### src/rtl/ccff_ctrl_pkg.sv
// Shared types for the configuration flip-flop chain controller.
package ccff_ctrl_pkg;

  typedef enum logic [1:0] {
    IDLE   = 2'd0,
    INIT   = 2'd1,
    LOAD   = 2'd2,
    FINISH = 2'd3
  } ccff_state_t;

endpackage

### src/rtl/ccff_chain_ctrl_if.sv
// Bitstream word handshake between a word source and the chain controller.
interface ccff_chain_ctrl_if #(
  parameter int WORD_W = 8
);
  logic              word_valid;
  logic [WORD_W-1:0] word_data;
  logic              word_ready;

  modport master (output word_valid, word_data, input word_ready);
  modport slave  (input word_valid, word_data, output word_ready);
endinterface

### src/rtl/ccff_word_serializer.sv
// Turns accepted bitstream words into one bit per cycle, LSB first.
// Stops requesting once the buffered bits cover everything still to be shifted.
module ccff_word_serializer #(
  parameter int WORD_W = 8,
  parameter int REM_W  = 7
) (
  input  logic              CK,
  input  logic              RST,
  input  logic              active,
  input  logic [REM_W-1:0]  remaining,
  input  logic              word_valid,
  input  logic [WORD_W-1:0] word_data,
  output logic              word_ready,
  output logic              bit_en,
  output logic              bit_out
);
  localparam int VW = $clog2(WORD_W + 1);

  logic [WORD_W-1:0] shreg;
  logic [VW-1:0]     vcnt;
  logic              take;

  always_comb begin
    bit_en     = active && (vcnt != '0) && (remaining != '0);
    bit_out    = bit_en & shreg[0];
    // Refill either into an empty buffer or in the cycle its last bit leaves.
    word_ready = active && ((vcnt == '0) || ((vcnt == VW'(1)) && bit_en))
                 && (32'(remaining) > 32'(vcnt));
    take       = word_valid & word_ready;
  end

  always_ff @(posedge CK) begin
    if (RST || !active) begin
      shreg <= '0;
      vcnt  <= '0;
    end else if (take) begin
      shreg <= word_data;
      vcnt  <= VW'(WORD_W);
    end else if (bit_en) begin
      shreg <= shreg >> 1;
      vcnt  <= vcnt - VW'(1);
    end
  end

endmodule

### src/rtl/ccff_chain_ctrl.sv
// Programs a configuration flip-flop chain: one clear/preset cycle, then
// exactly CHAIN_LEN shifted bitstream bits, then a one-cycle done pulse.
module ccff_chain_ctrl
  import ccff_ctrl_pkg::*;
#(
  parameter int CHAIN_LEN = 64,
  parameter int WORD_W    = 8
) (
  input  logic               CK,
  input  logic               RST,
  input  logic               start,
  input  logic               preset_mode,
  ccff_chain_ctrl_if.slave   bs,
  output logic               chain_rst,
  output logic               chain_set,
  output logic               chain_en,
  output logic               chain_head,
  output logic               busy,
  output logic               done
);
  localparam int CW = $clog2(CHAIN_LEN + 1);

  ccff_state_t   state, state_nxt;
  logic          mode;
  logic [CW-1:0] cnt;
  logic [CW-1:0] remaining;
  logic          in_load;

  always_ff @(posedge CK) begin
    if (RST) begin
      state <= IDLE;
      mode  <= 1'b0;
      cnt   <= '0;
    end else begin
      state <= state_nxt;
      if (state == IDLE && start) mode <= preset_mode;
      if (state == INIT || state == IDLE) cnt <= '0;
      else if (chain_en)                  cnt <= cnt + CW'(1);
    end
  end

  always_comb begin
    state_nxt = state;
    chain_rst = 1'b0;
    chain_set = 1'b0;
    done      = 1'b0;
    busy      = (state != IDLE);
    in_load   = (state == LOAD);
    remaining = CW'(CHAIN_LEN) - cnt;
    case (state)
      IDLE:    if (start) state_nxt = INIT;
      INIT: begin
        chain_rst = ~mode;
        chain_set = mode;
        state_nxt = LOAD;
      end
      LOAD:    if (chain_en && cnt == CW'(CHAIN_LEN - 1)) state_nxt = FINISH;
      FINISH: begin
        done      = 1'b1;
        state_nxt = IDLE;
      end
      default: state_nxt = IDLE;
    endcase
  end

  ccff_word_serializer #(
    .WORD_W (WORD_W),
    .REM_W  (CW)
  ) u_ser (
    .CK         (CK),
    .RST        (RST),
    .active     (in_load),
    .remaining  (remaining),
    .word_valid (bs.word_valid),
    .word_data  (bs.word_data),
    .word_ready (bs.word_ready),
    .bit_en     (chain_en),
    .bit_out    (chain_head)
  );

endmodule

### src/flat_wrapper.sv
// flat-port wrapper written by rule: the top's interface ports become plain ports
module ccff_chain_ctrl_flat import ccff_ctrl_pkg::*;
#(
  parameter int CHAIN_LEN = 64,
  parameter int WORD_W    = 8
)
  (CK, RST, start, preset_mode, chain_rst, chain_set, chain_en, chain_head, busy, done, bs_word_valid, bs_word_data, bs_word_ready);
  ccff_chain_ctrl_if #(.WORD_W(WORD_W)) bs_i ();
  input  logic CK;
  input  logic RST;
  input  logic start;
  input  logic preset_mode;
  output logic chain_rst;
  output logic chain_set;
  output logic chain_en;
  output logic chain_head;
  output logic busy;
  output logic done;
  input wire logic [$bits(bs_i.word_valid)-1:0] bs_word_valid;
  input wire logic [$bits(bs_i.word_data)-1:0] bs_word_data;
  output wire logic [$bits(bs_i.word_ready)-1:0] bs_word_ready;
  assign bs_i.word_valid = bs_word_valid;
  assign bs_i.word_data = bs_word_data;
  assign bs_word_ready = bs_i.word_ready;
  ccff_chain_ctrl #(.CHAIN_LEN(CHAIN_LEN), .WORD_W(WORD_W)) u_core (.CK(CK), .RST(RST), .start(start), .preset_mode(preset_mode), .bs(bs_i), .chain_rst(chain_rst), .chain_set(chain_set), .chain_en(chain_en), .chain_head(chain_head), .busy(busy), .done(done));
endmodule
### config.mk
export PLATFORM = sky130hd
export DESIGN_NAME = ccff_chain_ctrl_flat
export DESIGN_NICKNAME = d
export VERILOG_FILES = /design/src/rtl/ccff_ctrl_pkg.sv /design/src/rtl/ccff_chain_ctrl_if.sv /design/src/rtl/ccff_word_serializer.sv /design/src/rtl/ccff_chain_ctrl.sv /design/src/flat_wrapper.sv
export SDC_FILE = /design/constraint.sdc
export NUM_CORES = 1
export LEC_CHECK = 0
export CORE_ASPECT_RATIO = 0.8
export CORE_MARGIN = 3
export CORE_UTILIZATION = 54
export DETAILED_ROUTE_END_ITERATION = 10
export PLACE_DENSITY = 0.86
export SLEW_MARGIN = 20
export SYNTH_ARGS = -nofsm -noshare
export SYNTH_HDL_FRONTEND = slang
export SYNTH_SLANG_ARGS = --single-unit
export TNS_END_PERCENT = 100
### constraint.sdc
create_clock -name CK -period 3.1 [get_ports CK]
set_input_delay 0.465 -clock CK [delete_from_list [all_inputs] [get_ports CK]]
set_output_delay 0.465 -clock CK [all_outputs]
set_load 0.02 [all_outputs]
==> flow_summary_export.csv, run 1 <==
group,metric,value,unit
status,outcome,"complete, no violations",
power_and_ir_drop,p_int,555,uW
drt,drc,0,
drt,first_iter_violations,37,
clocking,cts.sinks,22,
setup_path,path_max_fanout,9,
setup_path,r2r-end,"u_core.u_ser.vcnt[1]$_SDFFE_PP0P_",
final_layout,nNetsFinal,209,
logic_synthesis,synth.distinct_cells,40,
logic_synthesis,synth_cells,165,
final_layout,final_common_cell,"dfxtp_1",
final_layout,area_growth_syn_to_layout,19.2,%
logic_synthesis,synthesis.area,1410,um^2
sta,hold_viol,0,
setup_path,cp.arrival,2510,ps
placed_design,place_congestion,0.826,
worst_hold_path,min_from,"u_core.u_ser.shreg[1]$_SDFFE_PP0P_",
drt,wl_per_cell,13.9,um
setup_path,worstReg2RegStart,"u_core.cnt[1]$_SDFFE_PP0P_",
placed_design,dp_hpwl,2.36,mm
setup_path,required,2630,ps
logic_synthesis,synth_edf_count,0,
setup_path,crit_path_start,"u_core.cnt[1]$_SDFFE_PP0P_",
global_route,grtUsageTotal,20.0,%
placed_design,place_area,1620,um^2
drt,vias,1221,
global_route,antenna_found_initial,0,
setup_path,worstPathCellList,"inv_1, ha_2, or4b_4, nor4b_4, o31ai_4, and3_1, dlygate4sd2_1",
final_layout,drive_above_1_share,10.9,%
setup_path,worst-path-buf-inv,2,
drt,dr.pass1.iters,4,
clocking,cts_made_buffers,3,
floorplanning,fp-row-count,15,
floorplanning,die_y,51.7,um
setup_path,critPathMaxStageDelay,510,ps
placed_design,io_buffers,19,
global_route,grt_pass1_wl,5.20,mm
power_and_ir_drop,seqPwrFrac,38.4,%
drt,drtAntennaViolNets,0,
global_route,grt.overflow.total,0,
sta,finalSetupViolations,0,
power_and_ir_drop,power_frac_comb,34.7,%
sta,finalClockSkew,5.04,ps
sta,drv_slew,0,
floorplanning,io_pins,20,
sta,tns,0,ps
sta,finalHoldWorstSlack,479,ps
setup_path,critPathLaunchType,"flop",
clocking,clkTransAtPathRegs,130,ps
worst_hold_path,hp-class,"flop to flop",
floorplanning,fp.coreArea,2310,um^2
power_and_ir_drop,switchingPower,266,uW
setup_path,cp-end-kind,"primary output",
drt,via_per_inst,5.63,
global_route,grt_max_degree,14,
final_layout,final_cells,217,
global_route,grt_pass1_vias,1243,
logic_synthesis,syn_nets,190,
sta,fin_crit_sh,96.0,%
power_and_ir_drop,powerDensity,488,nW/um^2
sta,fmax,0.336,GHz
power_and_ir_drop,vdd_drop_max,0.000327,V
logic_synthesis,ys_ff_latch,22,
power_and_ir_drop,p_leak,0.000624,uW
setup_path,cpLargestDelayFamily,"simple AND/OR/NAND/NOR gates",
power_and_ir_drop,switching_share,32.4,%
power_and_ir_drop,power_frac_clock,26.9,%
floorplanning,dieArea,3270,um^2
setup_path,reg2reg_slack,610,ps
floorplanning,initial_core_util,61.1,%
clocking,insertion_delay,310,ps
setup_path,cp_slowest_cell,"or4b_4",
logic_synthesis,yosys_warnings,0,
floorplanning,die_w,63.2,um
setup_path,cp.depth,7,
final_layout,diodes,0,
clocking,tritoncts,"yes",
flow_run,maxCapViolations,0,
logic_synthesis,synth_seq_area_share,31.2,%
drt,routed_wl,3.01,mm
final_layout,final_cell_mix,"dfxtp_1, nand2_1, clkdlybuf4s50_1",
sta,period_minus_slack,2980,ps
placed_design,dp.cells,213,
clocking,root_buffer,"clkbuf_4",
logic_synthesis,synthArstFlopShare,0,%
clocking,clock_path_buffers,2,
clocking,cts_max_level,1,
logic_synthesis,yosys_most_used_dff,"dfxtp_1",
sta,worstMarginPinSlew,454,ps
setup_path,path_class,"flop to primary output",
setup_path,reg2regPathDepth,9,
final_layout,design_area,1680,um^2
logic_synthesis,syn_avg_cell_area,8.55,um^2
setup_path,critPathCapture,"chain_head",
sta,maxSlewHeadroom,69.7,%
[worst min-delay path by stage]
stage                                                    end  slack (ps)  depth (start not counted)
after floorplan                     u_core.mode$_SDFFE_PP0P_         440                          2
after global placement              u_core.mode$_SDFFE_PP0P_         450                          2
after detailed placement  u_core.u_ser.shreg[0]$_SDFFE_PP0P_         460                          2
after CTS                 u_core.u_ser.shreg[2]$_SDFFE_PP0P_         480                          2
after global routing      u_core.u_ser.shreg[0]$_SDFFE_PP0P_         510                          2
final                     u_core.u_ser.shreg[0]$_SDFFE_PP0P_         480                          2
[flip-flops by register name, indices dropped and copies added (netlist names)]
register,flops
u_core.u_ser.shreg,8
u_core.cnt,7
u_core.state,2
u_core.mode,1
u_core.u_ser.vcnt,4
[layer usage]
layer | part of all wire, % | routed length (um) | up-vias | global-route usage (%)
li1 | - | - | 613 | -
met1 | 46 | 1380 | 567 | 23.4
met2 | 48 | 1450 | 37 | 34.9
met3 | 5.0 | 152 | 4 | 5.62
met4 | 0.83 | 25 | 0 | 8.06
met5 | 0 | 0 | - | 0
[stage by stage]
step	setup WS [ps]	power [uW]	utilization (%)
final	123	822	72.9
after global routing	-3.84	869	72.9
after CTS	113	825	72.4
after detailed placement	148	609	70.2
after global placement	268	602	70.2
after floorplan	409	509	-
[cell usage after synthesis, drive strengths merged (5+ instances only)]
| cell type | instances | area share, % |
|---|---|---|
| a31oi | 7 | 3.1 |
| nor2 | 14 | 3.9 |
| o31ai | 8 | 4.6 |
| nor3 | 6 | 2.1 |
| nand2 | 21 | 6.1 |
| dfxtp | 22 | 31 |
| nand3 | 8 | 2.8 |
| inv | 11 | 3.1 |
| xnor2 | 5 | 3.1 |
| ha | 12 | 11 |
| clkbuf | 5 | 1.3 |
| a21oi | 7 | 2.5 |
[power by group through the flow]
stage | logic, uW | clock network (uW) | registers [uW]
after detailed placement | 287 | 0 | 322
after global placement | 282 | 0 | 320
after CTS | 286 | 224 | 315
after floorplan | 192 | 0 | 317
after global routing | 318 | 234 | 317
final | 285 | 221 | 315
[cell families (layout without fill, tap and decap cells)]
family | after synthesis | count (layout) | share of synthesized area [%]
mux | 2 | 2 | 1.42
fa+ha+maj | 12 | 12 | 10.6
flops | 22 | 22 | 31.2
buf+inv | 20 | 38 | 6.92
xor+xnor | 9 | 9 | 5.58
compound gates | 30 | 30 | 16.4
simple gates | 70 | 70 | 27.8
[layout make-up]
class | instances | area [um^2]
fillers | 183 | 626
well taps | 34 | 42.5
clock inverters | 1 | 30.0
clock buffers | 3 | 22.5
repair buffers | 23 | 218
multi-input cells | 123 | 885
flip-flops and latches | 22 | 442
inverters | 11 | 43.8
[repair_timing]
item                                   4_1_cts  5_1_grt
endpoints found under the hold margin        0        0
pin swaps                                    0        2
hold buffers                                 0        0
resized for setup                            4        3
buffers inserted                             0        0
setup endpoints to repair                    3        2
[tightest hold or removal path: stages, from the launching register on]
cell and delay, ps:
dfxtp_1 330, nand2_1 50, a31oi_1 70
Power figures use the tool's default switching activity.
==> run 2, diff against run 1 <==
- CORE_UTILIZATION: 54 -> 50
- PLACE_DENSITY: 0.86 -> 0.81
==> run 2 against run 1 <==
  * Setup slack improved by 4.1 ps
  * Combinational power up 2%
  * Register-to-register slack barely moved
  * Hold slack better by 0.96 ps
  * Clock power about the same
==> flow_summary_export.csv, run 2 (synthesis results as in run 1) <==
group,metric,value,unit
worst_hold_path,hold_depth,2,
floorplanning,die_y,53.5,um
drt,drc,0,
setup_path,r2r-end,"u_core.u_ser.shreg[5]$_SDFFE_PP0P_",
floorplanning,die_w,65.4,um
global_route,grt_pass1_wl,5.44,mm
global_route,met3_usage,4.67,%
global_route,grt.overflow.total,0,
sta,worstMarginPinSlew,441,ps
sta,period_minus_slack,2970,ps
placed_design,place_area,1620,um^2
power_and_ir_drop,powerDensity,492,nW/um^2
setup_path,path_class,"flop to primary output",
final_layout,diodes,0,
final_layout,drive_above_1_share,10.9,%
setup_path,worstReg2RegStart,"u_core.cnt[1]$_SDFFE_PP0P_",
sta,maxSlewHeadroom,70.6,%
clocking,ctsHoldBuffers,0,
clocking,postCtsSetupBuffers,0,
floorplanning,dieArea,3500,um^2
clocking,clock_path_buffers,2,
sta,drv_slew,0,
floorplanning,fp.coreArea,2560,um^2
final_layout,design_area,1690,um^2
clocking,cts.sinks,22,
drt,dr.pass1.iters,4,
status,outcome,"complete, no violations",
sta,finalSetupViolations,0,
global_route,grt_use_met2,34.8,%
placed_design,io_buffers,19,
power_and_ir_drop,p_leak,0.000624,uW
sta,hold_viol,0,
sta,finalClockSkew,1.41,ps
drt,drtAntennaViolNets,0,
final_layout,final_cell_mix,"dfxtp_1, nand2_1, clkdlybuf4s50_1",
setup_path,reg2regPathDepth,10,
setup_path,critPathMaxStageDelay,510,ps
final_layout,top_regs,"u_core.u_ser.shreg (8), u_core.cnt (7), u_core.u_ser.vcnt (4)",
worst_hold_path,hp-class,"flop to flop",
global_route,grt_util_met1,25.2,%
placed_design,dp.cells,215,
drt,first_iter_violations,67,
clocking,clkTransAtPathRegs,130,ps
worst_hold_path,min_from,"u_core.u_ser.shreg[3]$_SDFFE_PP0P_",
flow_run,maxCapViolations,0,
final_layout,largest_register_ffs,8,
drt,vias,1221,
setup_path,cp_slowest_cell,"or4b_4",
setup_path,cp.arrival,2510,ps
global_route,grt_pass1_vias,1243,
setup_path,reg2reg_slack,620,ps
clocking,root_buffer,"clkbuf_4",
floorplanning,fp-row-count,16,
global_route,antenna_found_initial,0,
drt,via_per_inst,5.58,
drt,routed_wl,3.06,mm
sta,fin_crit_sh,95.9,%
global_route,busiest_layer,"met2",
floorplanning,io_pins,20,
worst_hold_path,worstHoldEndpoint,"u_core.u_ser.shreg[2]$_SDFFE_PP0P_",
final_layout,n_fill_cell,238,
placed_design,dp_hpwl,2.38,mm
global_route,grt_max_degree,14,
setup_path,worstPathCellList,"inv_1, ha_2, or4b_4, nor4b_4, o31ai_4, and3_1, dlygate4sd2_1",
setup_path,critPathLaunchType,"flop",
final_layout,area_growth_syn_to_layout,19.4,%
sta,fmax,0.336,GHz
drt,wl_per_cell,14.0,um
power_and_ir_drop,vdd_drop_max,0.000245,V
floorplanning,initial_core_util,55.1,%
sta,tns,0,ps
setup_path,cp-end-kind,"primary output",
placed_design,place_congestion,0.813,
final_layout,final_cells,219,
final_layout,final_common_cell,"dfxtp_1",
final_layout,largest_register,"u_core.u_ser.shreg",
clocking,insertion_delay,310,ps
setup_path,required,2630,ps
clocking,cts_max_level,1,
sta,rsz0062_at_grt,"false",
final_layout,nNetsFinal,209,
setup_path,path_max_fanout,9,
clocking,cts_made_buffers,3,
clocking,tritoncts,"yes",
global_route,grtUsageTotal,19.8,%
-- run 2: cell counts in the layout (fill, tap and decap cells not counted) --
Identical to the previous run, type by type.
-- run 2: what timing repair did --
item	4_1_cts	5_1_grt
pin swaps	0	3
resized for setup	4	3
endpoints found under the setup margin	3	3
gates cloned	0	0
-- run 2: report_power, final --
part	internal [uW]	switching (uW)	total, uW
combinational	125	166	291
sequential	299	16.3	316
clock	131	91.5	222
total	555	274	829
-- run 2: per-stage QoR --
step | setup slack [ps] | util (%) | hold slack [ps] | power (uW)
CTS | 115 | 65.3 | 481 | 832
finish | 127 | 65.8 | 480 | 829
detailed placement | 140 | 63.3 | 458 | 613
global route | 2.90 | 65.8 | 501 | 882
floorplan | 409 | - | 439 | 509
global placement | 261 | 63.3 | 454 | 602
-- run 2: per-layer routing --
| layer | share of wire, % | vias to the layer above | wire (um) |
|---|---|---|---|
| li1 | - | 611 | - |
| met4 | 1.2 | 0 | 36 |
| met2 | 50 | 28 | 1530 |
| met1 | 44 | 577 | 1350 |
| met3 | 4.6 | 5 | 142 |
| met5 | 0 | - | 0 |
-- run 2: how the worst max path moves through the flow --
stage	start	to	slack, ps	cells past startpoint
floorplan	u_core.cnt[0]$_SDFFE_PP0P_	bs_word_ready	410	10
global placement	u_core.cnt[1]$_SDFFE_PP0P_	chain_en	260	8
detailed placement	u_core.cnt[1]$_SDFFE_PP0P_	bs_word_ready	140	9
finish	u_core.cnt[1]$_SDFFE_PP0P_	chain_head	130	7
global route	u_core.cnt[0]$_SDFFE_PP0P_	chain_head	3	7
CTS	u_core.cnt[1]$_SDFFE_PP0P_	chain_head	110	7
-- run 2: final cells by class --
class | count | area [um^2] | area share, %
sequential | 22 | 442 | 26.2
inverter | 11 | 43.8 | 2.60
tap | 36 | 45.0 | 2.67
multi-input combinational | 123 | 885 | 52.5
clock inverter | 1 | 30.0 | 1.78
timing repair buffer | 23 | 218 | 12.9
clock buffer | 3 | 22.5 | 1.34
-- run 2: worst max-delay path: cells and delay by family, from the launching register on --
family / cells / cell delay [ps]
AOI/OAI and AO/OA: 1 / 130
DFF: 1 / 390
and+or+nand+nor: 3 / 1100
buffers and inverters: 2 / 380
adders and majority gates: 1 / 200
==> run 3, diff against run 2 <==
- CORE_MARGIN: 3 -> not set
- SETUP_SLACK_MARGIN: not set -> 0.4
==> run 3 against run 2 <==
  * Clock skew up 7.6 ps
  * Clock power fell by 39%
  * Sequential share of layout area down 0.61 points
  * Non-clock buffer count increased by 7
  * Critical endpoint is now bs_word_ready
  * Largest cell class unchanged
  * Sequential power hardly changed
==> flow_summary_export.csv, run 3 (synthesis results as in run 1) <==
group,metric,value,unit
clocking,cts_made_buffers,3,
sta,hold_viol,0,
drt,dr.pass1.iters,4,
placed_design,io_buffers,19,
setup_path,cp.arrival,2220,ps
global_route,grt_pass1_vias,1191,
clocking,tritoncts,"yes",
placed_design,dp_hpwl,2.51,mm
sta,drv_slew,0,
global_route,grt_pass1_wl,5.27,mm
setup_path,path_class,"flop to primary output",
setup_path,cp-end-kind,"primary output",
worst_hold_path,hp-class,"flop to flop",
worst_hold_path,min_from,"u_core.u_ser.shreg[3]$_SDFFE_PP0P_",
global_route,grt_max_degree,13,
power_and_ir_drop,vdd_drop_max,0.000282,V
sta,fmax,0.373,GHz
global_route,grtUsageTotal,23.3,%
drt,wl_per_cell,14.7,um
drt,first_iter_violations,105,
flow_run,maxCapViolations,0,
setup_path,crit_path_start,"u_core.cnt[1]$_SDFFE_PP0P_",
floorplanning,die_w,61.4,um
setup_path,worstReg2RegStart,"u_core.cnt[1]$_SDFFE_PP0P_",
final_layout,largest_register_ffs,8,
final_layout,multi_input_area,920,um^2
sta,finalHoldWorstSlack,479,ps
floorplanning,io_pins,20,
final_layout,drive_above_1_share,18.0,%
status,outcome,"complete, no violations",
placed_design,place_congestion,0.824,
setup_path,required,2630,ps
power_and_ir_drop,powerDensity,428,nW/um^2
final_layout,largest_register,"u_core.u_ser.shreg",
clocking,ctsHoldBuffers,0,
global_route,antenna_found_initial,0,
sta,rsz0062_at_grt,"true",
final_layout,design_area,1740,um^2
floorplanning,fp.coreArea,2560,um^2
clocking,cts.sinks,22,
setup_path,critPathLaunchType,"flop",
drt,drtAntennaViolNets,0,
final_layout,diodes,0,
floorplanning,initial_core_util,55.1,%
final_layout,n_fill_cell,220,
floorplanning,fp-row-count,16,
final_layout,final_cell_mix,"nand2_1, dfxtp_1, clkdlybuf4s50_1",
final_layout,nNetsFinal,216,
sta,finalSetupViolations,0,
final_layout,regArea,445,um^2
sta,worstMarginPinSlew,446,ps
floorplanning,dieArea,3040,um^2
clocking,root_buffer,"clkbuf_4",
clocking,clock_path_buffers,2,
clocking,cts_max_level,1,
clocking,clkTransAtPathRegs,130,ps
power_and_ir_drop,p_leak,0.000651,uW
drt,drc,0,
placed_design,place_area,1620,um^2
floorplanning,die_y,49.5,um
final_layout,top_regs,"u_core.u_ser.shreg (8), u_core.cnt (7), u_core.u_ser.vcnt (4)",
clocking,insertion_delay,310,ps
sta,period_minus_slack,2680,ps
drt,vias,1263,
drt,routed_wl,3.30,mm
sta,maxSlewHeadroom,70.2,%
global_route,grt.overflow.total,0,
sta,tns,0,ps
final_layout,area_growth_syn_to_layout,23.3,%
drt,via_per_inst,5.61,
setup_path,path_max_fanout,2,
sta,fin_crit_sh,86.5,%
sta,finalClockSkew,8.99,ps
-- run 3: cell count changes in the layout (fill, tap and decap cells not counted), sizes merged --
| cell | previous run | this run |
|---|---|---|
| bufinv | 1 | 0 |
| buf | 4 | 14 |
| dlygate4sd2 | 2 | 0 |
| clkdlybuf4s15 | 1 | 0 |
-- run 3: metrics by stage --
stage	cells	utilization (%)	power (uW)	setup slack (ps)
finish	225	67.9	745	418
global route	225	67.9	783	342
CTS	225	67.7	743	395
detailed placement	215	63.3	610	133
global placement	215	63.3	601	260
floorplan	165	-	509	409
-- run 3: repair_timing --
| item | in CTS | in global routing |
|---|---|---|
| pin swaps | 6 | 1 |
| setup buffers | 7 | 0 |
| endpoints found under the hold margin | 0 | 0 |
| endpoints found under the setup margin | 3 | 3 |
| resized for setup | 25 | 1 |
-- run 3: metal layers --
layer | track usage, % | up-vias | wire [um]
met5 | 0 | - | 0
met4 | 3.33 | 0 | 24
met3 | 5.51 | 6 | 147
met2 | 40.8 | 40 | 1670
met1 | 29.3 | 591 | 1470
li1 | - | 626 | -
-- run 3: critical path: stages, from the launching register on --
cell and delay (ps):
dfxtp_4 370, inv_2 60, ha_4 120, or4b_4 490
nor4b_4 350, buf_4 170, o32a_4 160, nor2_2 50
buf_6 120
-- run 3: worst paths after layout --
kind	to	slack (ps)	cells after the start
setup / recovery	bs_word_ready	420	8
hold / removal	u_core.u_ser.shreg[2]$_SDFFE_PP0P_	480	2
setup reg to reg	u_core.u_ser.shreg[5]$_SDFFE_PP0P_	680	10
hold reg to reg	u_core.u_ser.shreg[2]$_SDFFE_PP0P_	480	2
-- run 3: where the power goes --
group | total [uW] | switching, uW | internal [uW]
Sequential | 315 | 16.6 | 298
Clock | 135 | 89.2 | 45.4
Combinational | 295 | 166 | 129
-- run 3: area by class of cell --
| class | instances | area share [%] |
|---|---|---|
| clock buffers | 3 | 1.29 |
| multi-input cells | 123 | 52.8 |
| repair buffers | 30 | 15.2 |
| well taps | 36 | 2.59 |
| inverters | 11 | 2.52 |
| flip-flops and latches | 22 | 25.6 |
